===== src/rtl/motoro3_regbank_pkg.sv =====
// Shared constants for the motor-3 runtime register bank: bus address map,
// CTRL/STATUS bit positions, field widths, reset values and the commit
// state type. Optional feature macro used by the bank: M3REG_RAMP_EN.
package motoro3_pkg;

    localparam int unsigned M3_ADDR_W        = 3;
    localparam int unsigned M3_DATA_W        = 32;

    localparam int unsigned M3_RELOAD_W      = 25;
    localparam int unsigned M3_PWM_W         = 12;
    localparam int unsigned M3_PCT_W         = 8;

    localparam int unsigned M3_RELOAD_RST    = 1666667;
    localparam int unsigned M3_PCT_RST       = 16;
    localparam int unsigned M3_PWM_LEN_RST   = 512;
    localparam int unsigned M3_PWM_MIN_RST   = 32;
    localparam int unsigned M3_PWM_MIN_FLOOR = 32;
    localparam int unsigned M3_RAMP_STEP     = 1024;

    localparam logic [M3_ADDR_W-1:0] M3A_RELOAD = 3'd0;
    localparam logic [M3_ADDR_W-1:0] M3A_PCT    = 3'd1;
    localparam logic [M3_ADDR_W-1:0] M3A_LEN    = 3'd2;
    localparam logic [M3_ADDR_W-1:0] M3A_MIN    = 3'd3;
    localparam logic [M3_ADDR_W-1:0] M3A_CTRL   = 3'd4;
    localparam logic [M3_ADDR_W-1:0] M3A_STATUS = 3'd5;
    localparam logic [M3_ADDR_W-1:0] M3A_NOW    = 3'd6;

    localparam int unsigned CTRL_COMMIT_BIT = 0;
    localparam int unsigned CTRL_ERRCLR_BIT = 1;
    localparam int unsigned ST_PEND_BIT     = 0;
    localparam int unsigned ST_RAMP_BIT     = 1;
    localparam int unsigned ST_ERR_BIT      = 2;

    typedef enum logic {
        IDLE = 1'b0,
        PEND = 1'b1
    } commit_state_e;

endpackage


===== src/rtl/motoro3_regbank_if.sv =====
// Register-bank bus: single-cycle write/read strobes, registered read data.
interface motoro3_regbank_if;
    import motoro3_pkg::*;

    logic                 bus_wr;
    logic                 bus_rd;
    logic [M3_ADDR_W-1:0] bus_addr;
    logic [M3_DATA_W-1:0] bus_wdata;
    logic [M3_DATA_W-1:0] bus_rdata;
    logic                 bus_rvalid;

    modport master (
        output bus_wr, bus_rd, bus_addr, bus_wdata,
        input  bus_rdata, bus_rvalid
    );

    modport slave (
        input  bus_wr, bus_rd, bus_addr, bus_wdata,
        output bus_rdata, bus_rvalid
    );

endinterface


===== src/rtl/motoro3_regbank_ramp.sv =====
// Slew limiter: on each step_tick the held value moves toward tgt by at most
// STEP, never overshooting. load snaps the value straight to tgt.
module motoro3_ramp
    import motoro3_pkg::*;
#(
    parameter int unsigned W       = M3_RELOAD_W,
    parameter int unsigned STEP    = M3_RAMP_STEP,
    parameter int unsigned RST_VAL = M3_RELOAD_RST
) (
    input  logic         clk,
    input  logic         rst,
    input  logic         step_tick,
    input  logic         load,
    input  logic [W-1:0] tgt,
    output logic [W-1:0] now
);

    logic [W-1:0] now_q;
    logic [W-1:0] now_d;
    logic [W-1:0] diff;
    logic [W-1:0] delta;

    // Next value: snap on load, otherwise bounded step toward the target
    always_comb begin
        now_d = now_q;
        diff  = (now_q > tgt) ? (now_q - tgt) : (tgt - now_q);
        delta = (diff > W'(STEP)) ? W'(STEP) : diff;
        if (load) begin
            now_d = tgt;
        end else if (step_tick && (now_q != tgt)) begin
            now_d = (now_q > tgt) ? (now_q - delta) : (now_q + delta);
        end
    end

    // Value register
    always_ff @(posedge clk or posedge rst) begin
        if (rst) now_q <= W'(RST_VAL);
        else     now_q <= now_d;
    end

    assign now = now_q;

endmodule


===== src/rtl/motoro3_regbank.sv =====
// Motor-3 runtime register bank. Bus-writable shadows for reload, power and
// PWM constants are validated and committed atomically at a PWM period
// boundary. With M3REG_RAMP_EN defined the active reload slews toward its
// target once per commutation step; otherwise it follows the target on apply.
module motoro3_regbank
    import motoro3_pkg::*;
#(
    parameter int unsigned RELOAD_W      = M3_RELOAD_W,
    parameter int unsigned PWM_W         = M3_PWM_W,
    parameter int unsigned PCT_W         = M3_PCT_W,
    parameter int unsigned RELOAD_RST    = M3_RELOAD_RST,
    parameter int unsigned PCT_RST       = M3_PCT_RST,
    parameter int unsigned PWM_LEN_RST   = M3_PWM_LEN_RST,
    parameter int unsigned PWM_MIN_RST   = M3_PWM_MIN_RST,
    parameter int unsigned PWM_MIN_FLOOR = M3_PWM_MIN_FLOOR,
    parameter int unsigned RAMP_STEP     = M3_RAMP_STEP
) (
    input  logic                clk,
    input  logic                rst,
    motoro3_regbank_if.slave    bus,
    input  logic                pwm_sync,
    input  logic                step_tick,
    output logic [RELOAD_W-1:0] m3reg_step_cnt_reload1,
    output logic [PCT_W-1:0]    m3reg_power_percent,
    output logic [PWM_W-1:0]    pwmLenWant,
    output logic [PWM_W-1:0]    pwmMinMask,
    output logic                m3reg_busy,
    output logic                m3reg_err
);

    logic [RELOAD_W-1:0]  sh_reload_q, sh_reload_d;
    logic [PCT_W-1:0]     sh_pct_q,    sh_pct_d;
    logic [PWM_W-1:0]     sh_len_q,    sh_len_d;
    logic [PWM_W-1:0]     sh_min_q,    sh_min_d;
    logic [PCT_W-1:0]     pct_q,       pct_d;
    logic [PWM_W-1:0]     len_q,       len_d;
    logic [PWM_W-1:0]     min_q,       min_d;
    logic [RELOAD_W-1:0]  reload_tgt_q, reload_tgt_d;
    commit_state_e        state_q,     state_d;
    logic                 err_q,       err_d;
    logic [M3_DATA_W-1:0] rdata_q,     rdata_d;
    logic                 rvalid_q,    rvalid_d;

    logic                 commit_wr;
    logic                 errclr_wr;
    logic                 apply;
    logic                 shadow_ok;
    logic                 accept;
    logic                 reject;
    logic                 pending;
    logic                 ramp_busy;
    logic [RELOAD_W-1:0]  reload_now;
    logic [M3_DATA_W-1:0] rd_mux;

    // CTRL decode and commit FSM; a commit write masks a coincident pwm_sync
    always_comb begin
        commit_wr = bus.bus_wr && (bus.bus_addr == M3A_CTRL) && bus.bus_wdata[CTRL_COMMIT_BIT];
        errclr_wr = bus.bus_wr && (bus.bus_addr == M3A_CTRL) && bus.bus_wdata[CTRL_ERRCLR_BIT];
        state_d   = state_q;
        apply     = 1'b0;
        unique case (state_q)
            IDLE: begin
                if (commit_wr) state_d = PEND;
            end
            PEND: begin
                if (commit_wr) begin
                    state_d = PEND;
                end else if (pwm_sync) begin
                    apply   = 1'b1;
                    state_d = IDLE;
                end
            end
            default: state_d = IDLE;
        endcase
    end

    // Shadow validation at apply time
    always_comb begin
        shadow_ok = (sh_min_q >= PWM_W'(PWM_MIN_FLOOR)) && (sh_min_q < sh_len_q) && (sh_len_q != '0);
        accept    = apply && shadow_ok;
        reject    = apply && !shadow_ok;
        pending   = (state_q == PEND);
    end

    // Shadow writes (truncated to field width), active loads, sticky error
    always_comb begin
        sh_reload_d  = sh_reload_q;
        sh_pct_d     = sh_pct_q;
        sh_len_d     = sh_len_q;
        sh_min_d     = sh_min_q;
        pct_d        = pct_q;
        len_d        = len_q;
        min_d        = min_q;
        reload_tgt_d = reload_tgt_q;
        err_d        = err_q;
        if (bus.bus_wr) begin
            unique case (bus.bus_addr)
                M3A_RELOAD: sh_reload_d = RELOAD_W'(bus.bus_wdata);
                M3A_PCT:    sh_pct_d    = PCT_W'(bus.bus_wdata);
                M3A_LEN:    sh_len_d    = PWM_W'(bus.bus_wdata);
                M3A_MIN:    sh_min_d    = PWM_W'(bus.bus_wdata);
                default:    ;
            endcase
        end
        if (accept) begin
            pct_d        = (sh_pct_q == '0) ? PCT_W'(1) : sh_pct_q;
            len_d        = sh_len_q;
            min_d        = sh_min_q;
            reload_tgt_d = (sh_reload_q == '0) ? RELOAD_W'(1) : sh_reload_q;
        end
        if (errclr_wr) err_d = 1'b0;
        if (reject)    err_d = 1'b1;
    end

    // Read mux over current register state; a same-cycle write is not visible
    always_comb begin
        rd_mux = '0;
        unique case (bus.bus_addr)
            M3A_RELOAD: rd_mux = M3_DATA_W'(sh_reload_q);
            M3A_PCT:    rd_mux = M3_DATA_W'(sh_pct_q);
            M3A_LEN:    rd_mux = M3_DATA_W'(sh_len_q);
            M3A_MIN:    rd_mux = M3_DATA_W'(sh_min_q);
            M3A_STATUS: begin
                rd_mux[ST_PEND_BIT] = pending;
                rd_mux[ST_RAMP_BIT] = ramp_busy;
                rd_mux[ST_ERR_BIT]  = err_q;
            end
            M3A_NOW:    rd_mux = M3_DATA_W'(reload_now);
            default:    rd_mux = '0;
        endcase
        rdata_d  = bus.bus_rd ? rd_mux : '0;
        rvalid_d = bus.bus_rd;
    end

    // Register state
    always_ff @(posedge clk or posedge rst) begin
        if (rst) begin
            sh_reload_q  <= RELOAD_W'(RELOAD_RST);
            sh_pct_q     <= PCT_W'(PCT_RST);
            sh_len_q     <= PWM_W'(PWM_LEN_RST);
            sh_min_q     <= PWM_W'(PWM_MIN_RST);
            pct_q        <= PCT_W'(PCT_RST);
            len_q        <= PWM_W'(PWM_LEN_RST);
            min_q        <= PWM_W'(PWM_MIN_RST);
            reload_tgt_q <= RELOAD_W'(RELOAD_RST);
            state_q      <= IDLE;
            err_q        <= 1'b0;
            rdata_q      <= '0;
            rvalid_q     <= 1'b0;
        end else begin
            sh_reload_q  <= sh_reload_d;
            sh_pct_q     <= sh_pct_d;
            sh_len_q     <= sh_len_d;
            sh_min_q     <= sh_min_d;
            pct_q        <= pct_d;
            len_q        <= len_d;
            min_q        <= min_d;
            reload_tgt_q <= reload_tgt_d;
            state_q      <= state_d;
            err_q        <= err_d;
            rdata_q      <= rdata_d;
            rvalid_q     <= rvalid_d;
        end
    end

`ifdef M3REG_RAMP_EN
    // Slew is driven purely by the registered target, so a step_tick coinciding
    // with an accepted apply still steps toward the previous target.
    motoro3_ramp #(
        .W       (RELOAD_W),
        .STEP    (RAMP_STEP),
        .RST_VAL (RELOAD_RST)
    ) u_ramp (
        .clk       (clk),
        .rst       (rst),
        .step_tick (step_tick),
        .load      (1'b0),
        .tgt       (reload_tgt_q),
        .now       (reload_now)
    );

    assign ramp_busy = (reload_now != reload_tgt_q);
`else
    // Without slewing the active reload is the committed target itself.
    localparam int unsigned ramp_step_unused = RAMP_STEP;
    logic step_tick_unused;

    assign step_tick_unused = step_tick;
    assign reload_now       = reload_tgt_q;
    assign ramp_busy        = 1'b0;
`endif

    assign m3reg_step_cnt_reload1 = reload_now;
    assign m3reg_power_percent    = pct_q;
    assign pwmLenWant             = len_q;
    assign pwmMinMask             = min_q;
    assign m3reg_busy             = ramp_busy | pending;
    assign m3reg_err              = err_q;
    assign bus.bus_rdata          = rdata_q;
    assign bus.bus_rvalid         = rvalid_q;

endmodule


===== src/flat_wrapper.sv =====
// flat-port wrapper written by rule: the top's interface ports become plain ports
module motoro3_regbank_flat import motoro3_pkg::*;
#(
    parameter int unsigned RELOAD_W      = M3_RELOAD_W,
    parameter int unsigned PWM_W         = M3_PWM_W,
    parameter int unsigned PCT_W         = M3_PCT_W,
    parameter int unsigned RELOAD_RST    = M3_RELOAD_RST,
    parameter int unsigned PCT_RST       = M3_PCT_RST,
    parameter int unsigned PWM_LEN_RST   = M3_PWM_LEN_RST,
    parameter int unsigned PWM_MIN_RST   = M3_PWM_MIN_RST,
    parameter int unsigned PWM_MIN_FLOOR = M3_PWM_MIN_FLOOR,
    parameter int unsigned RAMP_STEP     = M3_RAMP_STEP
)
  (clk, rst, pwm_sync, step_tick, m3reg_step_cnt_reload1, m3reg_power_percent, pwmLenWant, pwmMinMask, m3reg_busy, m3reg_err, bus_bus_wr, bus_bus_rd, bus_bus_addr, bus_bus_wdata, bus_bus_rdata, bus_bus_rvalid);
  motoro3_regbank_if bus_i ();
  input  logic clk;
  input  logic rst;
  input  logic pwm_sync;
  input  logic step_tick;
  output logic [RELOAD_W-1:0] m3reg_step_cnt_reload1;
  output logic [PCT_W-1:0] m3reg_power_percent;
  output logic [PWM_W-1:0] pwmLenWant;
  output logic [PWM_W-1:0] pwmMinMask;
  output logic m3reg_busy;
  output logic m3reg_err;
  input wire logic [$bits(bus_i.bus_wr)-1:0] bus_bus_wr;
  input wire logic [$bits(bus_i.bus_rd)-1:0] bus_bus_rd;
  input wire logic [$bits(bus_i.bus_addr)-1:0] bus_bus_addr;
  input wire logic [$bits(bus_i.bus_wdata)-1:0] bus_bus_wdata;
  output wire logic [$bits(bus_i.bus_rdata)-1:0] bus_bus_rdata;
  output wire logic [$bits(bus_i.bus_rvalid)-1:0] bus_bus_rvalid;
  assign bus_i.bus_wr = bus_bus_wr;
  assign bus_i.bus_rd = bus_bus_rd;
  assign bus_i.bus_addr = bus_bus_addr;
  assign bus_i.bus_wdata = bus_bus_wdata;
  assign bus_bus_rdata = bus_i.bus_rdata;
  assign bus_bus_rvalid = bus_i.bus_rvalid;
  motoro3_regbank #(.RELOAD_W(RELOAD_W), .PWM_W(PWM_W), .PCT_W(PCT_W), .RELOAD_RST(RELOAD_RST), .PCT_RST(PCT_RST), .PWM_LEN_RST(PWM_LEN_RST), .PWM_MIN_RST(PWM_MIN_RST), .PWM_MIN_FLOOR(PWM_MIN_FLOOR), .RAMP_STEP(RAMP_STEP)) u_core (.clk(clk), .rst(rst), .bus(bus_i), .pwm_sync(pwm_sync), .step_tick(step_tick), .m3reg_step_cnt_reload1(m3reg_step_cnt_reload1), .m3reg_power_percent(m3reg_power_percent), .pwmLenWant(pwmLenWant), .pwmMinMask(pwmMinMask), .m3reg_busy(m3reg_busy), .m3reg_err(m3reg_err));
endmodule

===== config.mk =====
export PLATFORM = sky130hd
export DESIGN_NAME = motoro3_regbank_flat
export DESIGN_NICKNAME = d
export VERILOG_FILES = /design/src/rtl/motoro3_regbank_pkg.sv /design/src/rtl/motoro3_regbank_if.sv /design/src/rtl/motoro3_regbank_ramp.sv /design/src/rtl/motoro3_regbank.sv /design/src/flat_wrapper.sv
export SDC_FILE = /design/constraint.sdc
export NUM_CORES = 1
export LEC_CHECK = 0
export BUFFER_PORTS_ARGS = -buffer_cell sky130_fd_sc_hd__buf_4
export CAP_MARGIN = 20
export CELL_PAD_IN_SITES_DETAIL_PLACEMENT = 1
export CELL_PAD_IN_SITES_GLOBAL_PLACEMENT = 1
export CORE_UTILIZATION = 40
export CTS_BUF_LIST = sky130_fd_sc_hd__clkbuf_2
export CTS_CLUSTER_SIZE = 20
export DETAILED_ROUTE_END_ITERATION = 7
export GPL_TIMING_DRIVEN = 0
export PLACE_DENSITY = 0.84
export SLEW_MARGIN = 15
export SYNTH_ARGS = -nofsm -noshare
export SYNTH_HDL_FRONTEND = slang
export SYNTH_SLANG_ARGS = --single-unit

===== constraint.sdc =====
create_clock -name clk -period 11.1 [get_ports clk]
set_input_delay 1.665 -clock clk [delete_from_list [all_inputs] [get_ports clk]]
set_output_delay 1.665 -clock clk [all_outputs]
set_load 0.005 [all_outputs]

==> reports/qor.csv <==
metric,value,unit
"commonest cells after routing, fill and taps aside","buf_4, dfrtp_1, mux2_2, nor2_1, dfstp_2",
Most used DFF post-synth,dfrtp_1,
"flops & latches, synth",142,
PortBufs,116,
final-report max-slew violation count,0,
Worst Path Max Fanout,3,
fillcell total,1666,
share of layout cells above drive strength 1,47.9,%
XOR/XNOR Fraction of Synth Area,0.137,%
Yosys Warn Count,0,
post-synthesis compound-gate area fraction,6.67,%
Sink Count,142,
dpl cell area,7570,um2
number of post-CTS setup repair buffers,0,
crit path kind,flop to output port,
CP top delay family,flip-flops,
antenna-violating nets left,0,
Final HPWL DP,13.1,mm
number of synthesized flops with an enable pin,0,
final hold slack,536,ps
GR Util met1,29.6,%
vias,4485,
GRT Util Overall,22.7,%
Netlist cell types,45,
post-synthesis sequential area ratio,56.3,%
die height,128,um
post-synthesis mux area share,23.1,%
Tcrit/Tclk final,28.0,%
htree depth,4,
die width,128,um
grt ovf,0,
fin cells,855,
RSZ-0062 raised after global routing,no,
Reg power frac,51.8,%
routability cong.,0.891,
GR Util met3,4.63,%
Syn Inst Count,488,
power consumption,1.61,mW
crit-path max cell delay,610,ps
Pleak,3.76,nW
Setup WS pre-CTS,7430,ps
number of hold buffers added after CTS,0,
worst-case clock buffer depth,2,
"Hold Vio Cnt, Final",0,
fin area,7780,um2
DR vias/cell,5.25,
clock root buffer,clkbuf_2,
Setup-failing EPs final,0,
initial antenna violation count,1,
post-synthesis simple-gate area fraction,7.20,%
DR DRC count,0,
largest family of logic cells by synthesized area,multiplexers,
Total Wirelength,17.6,mm
# IOs,133,
WL/cell,20.5,um
GRT met2 Usage,35.8,%
Worst Tran Pin Value,699,ps
top post-synthesis cells by area,"dfrtp_1, dfstp_2, mux2_2",
Syn Area/Cell,13.1,um2
clock power share,17.6,%
first drt pass iteration count,6,
post_cts resized,0,
Comb pwr share,30.7,%
cell accounting for the most synthesized area,dfrtp_1,
setup slack after layout,7990,ps
crit start category,flop,
pwr dens,207,nW/um2
worst hold path class,flop to flop,
number of global-route vias before repair,4883,
area of the core,15400,um2
busiest layer in global routing,met2,
TritonCTS buffer count,17,
synthesized-area fraction occupied by adder cells,2.16,%
CP Buf/Inv Count,1,
final core occ,50.6,%
largest net degree at the start of global routing,111,
"Critical Path, Cell by Cell",buf_4,
Yosys top cell area share,43.2,%
number of DRC markers in iteration 0,209,
setup TNS,0,ps
fmax,322,MHz
Max-slew headroom,53.1,%
CP endpoint kind,output port,
fin nets,682,
Cell Rows,45,
Worst path slowest cell,dfstp_2,
Max-Cap Viols,0,
first-pass GRT wire length,27.5,mm
Mapped Area,6380,um2
Clock Latency Late Sink,740,ps
Final Skew,35.0,ps
Syn-to-layout area delta,22.0,%
Worst-path clk slew,180,ps
status,"complete, no violations",
switch share,31.3,%
Inst Count DP,822,
"commonest non-fill, non-tap cell in the layout",buf_4,
Async SR Flop Fraction,100,%
CTS tree,built,
die area,16500,um2
Initial Utilization,41.5,%
critical path required time,9440,ps
arrival time worst endpoint,1440,ps
Max rail drop VDD,0.0000952,V
crit path time final,3110,ps
Psw,0.504,mW
Pint,1.11,mW
==> cells in the mapped netlist (all sizes together), types with 2 or more instances <==
cell,count
mux2,102
dfrtp,110
nand2,30
nand3,4
nor2b,4
a21oi,16
o21ai,24
ha,11
nand3b,2
dfstp,32
buf,23
inv,15
a22oi,13
nor3,4
nand4,2
nor4,9
mux4,2
or4,2
and3,2
a211oi,2
nor2,34
o22a,4
clkbuf,9
nand2b,2
mux2i,17
a21boi,2
==> worst reg2reg max path, delay by kind of cell, from the launching register on <==
family	cells	cell delay (ps)
AO/OA/AOI/OAI	4	860
adder cells (fa/ha/maj)	1	290
buffers and inverters	3	460
flip-flops	1	480
multiplexers	1	300
==> routing by layer <==
layer / share of wire (%) / vias to the layer above
met2: 48 / 137
met3: 4.6 / 43
met5: 0 / -
li1: - / 2004
met4: 3.6 / 0
met1: 44 / 2301
==> area by class of cell <==
| cell class | instances | area (um2) | share of cell area [%] |
|---|---|---|---|
| multi-input combinational | 305 | 2530 | 32.5 |
| clock inverter | 10 | 96.3 | 1.24 |
| sequential | 142 | 3590 | 46.2 |
| buffer | 32 | 220 | 2.83 |
| timing repair buffer | 117 | 898 | 11.5 |
| antenna | 1 | 2.50 | 0.0322 |
| inverter | 15 | 63.8 | 0.820 |
| clock buffer | 22 | 110 | 1.42 |
| tap | 211 | 264 | 3.39 |
==> sequential cells by signal (all words and copies together) (netlist names) <==
signal / cells
u_core.sh_min_q: 12
u_core.bus.bus_rvalid: 1
u_core.m3reg_busy: 1
u_core.pwmLenWant: 12
u_core.pwmMinMask: 12
u_core.m3reg_power_percent: 8
u_core.m3reg_step_cnt_reload1: 25
u_core.m3reg_err: 1
u_core.bus.bus_rdata: 25
u_core.sh_pct_q: 8
u_core.sh_reload_q: 25
u_core.sh_len_q: 12
==> cell families (layout without fill, tap and decap cells) <==
| logic type | after synthesis | count (layout) |
|---|---|---|
| fa+ha+maj | 11 | 11 |
| other cells | 1 | 8 |
| simple gates | 98 | 98 |
| xor+xnor | 1 | 1 |
| buf+inv | 47 | 196 |
| compound gates | 67 | 67 |
| flops | 142 | 142 |
| mux | 121 | 121 |
==> final timing paths <==
path                                             end                        startpoint  slack (ps)  cells after the start
min in group asynchronous    u_core.bus.bus_rdata[2]                               rst         840                      2
setup reg to reg                u_core.pwmLenWant[5]                u_core.sh_len_q[2]        8600                      9
setup / recovery           m3reg_step_cnt_reload1[3]  u_core.m3reg_step_cnt_reload1[3]        7990                      1
max in group asynchronous         u_core.sh_min_q[5]                               rst        9400                      3
hold reg to reg                u_core.pwmLenWant[11]             u_core.pwmLenWant[11]         540                      1
hold / removal                 u_core.pwmLenWant[11]             u_core.pwmLenWant[11]         540                      1
==> power by group through the flow <==
stage	registers, mW	clock network, mW	logic, mW
after floorplan	0.805	0	0.250
after global placement	0.833	0	0.471
after detailed placement	0.843	0	0.496
after CTS	0.833	0.292	0.500
after global routing	0.854	0.311	0.536
final	0.834	0.283	0.494
No activity file was read; power rests on OpenSTA's default activity.
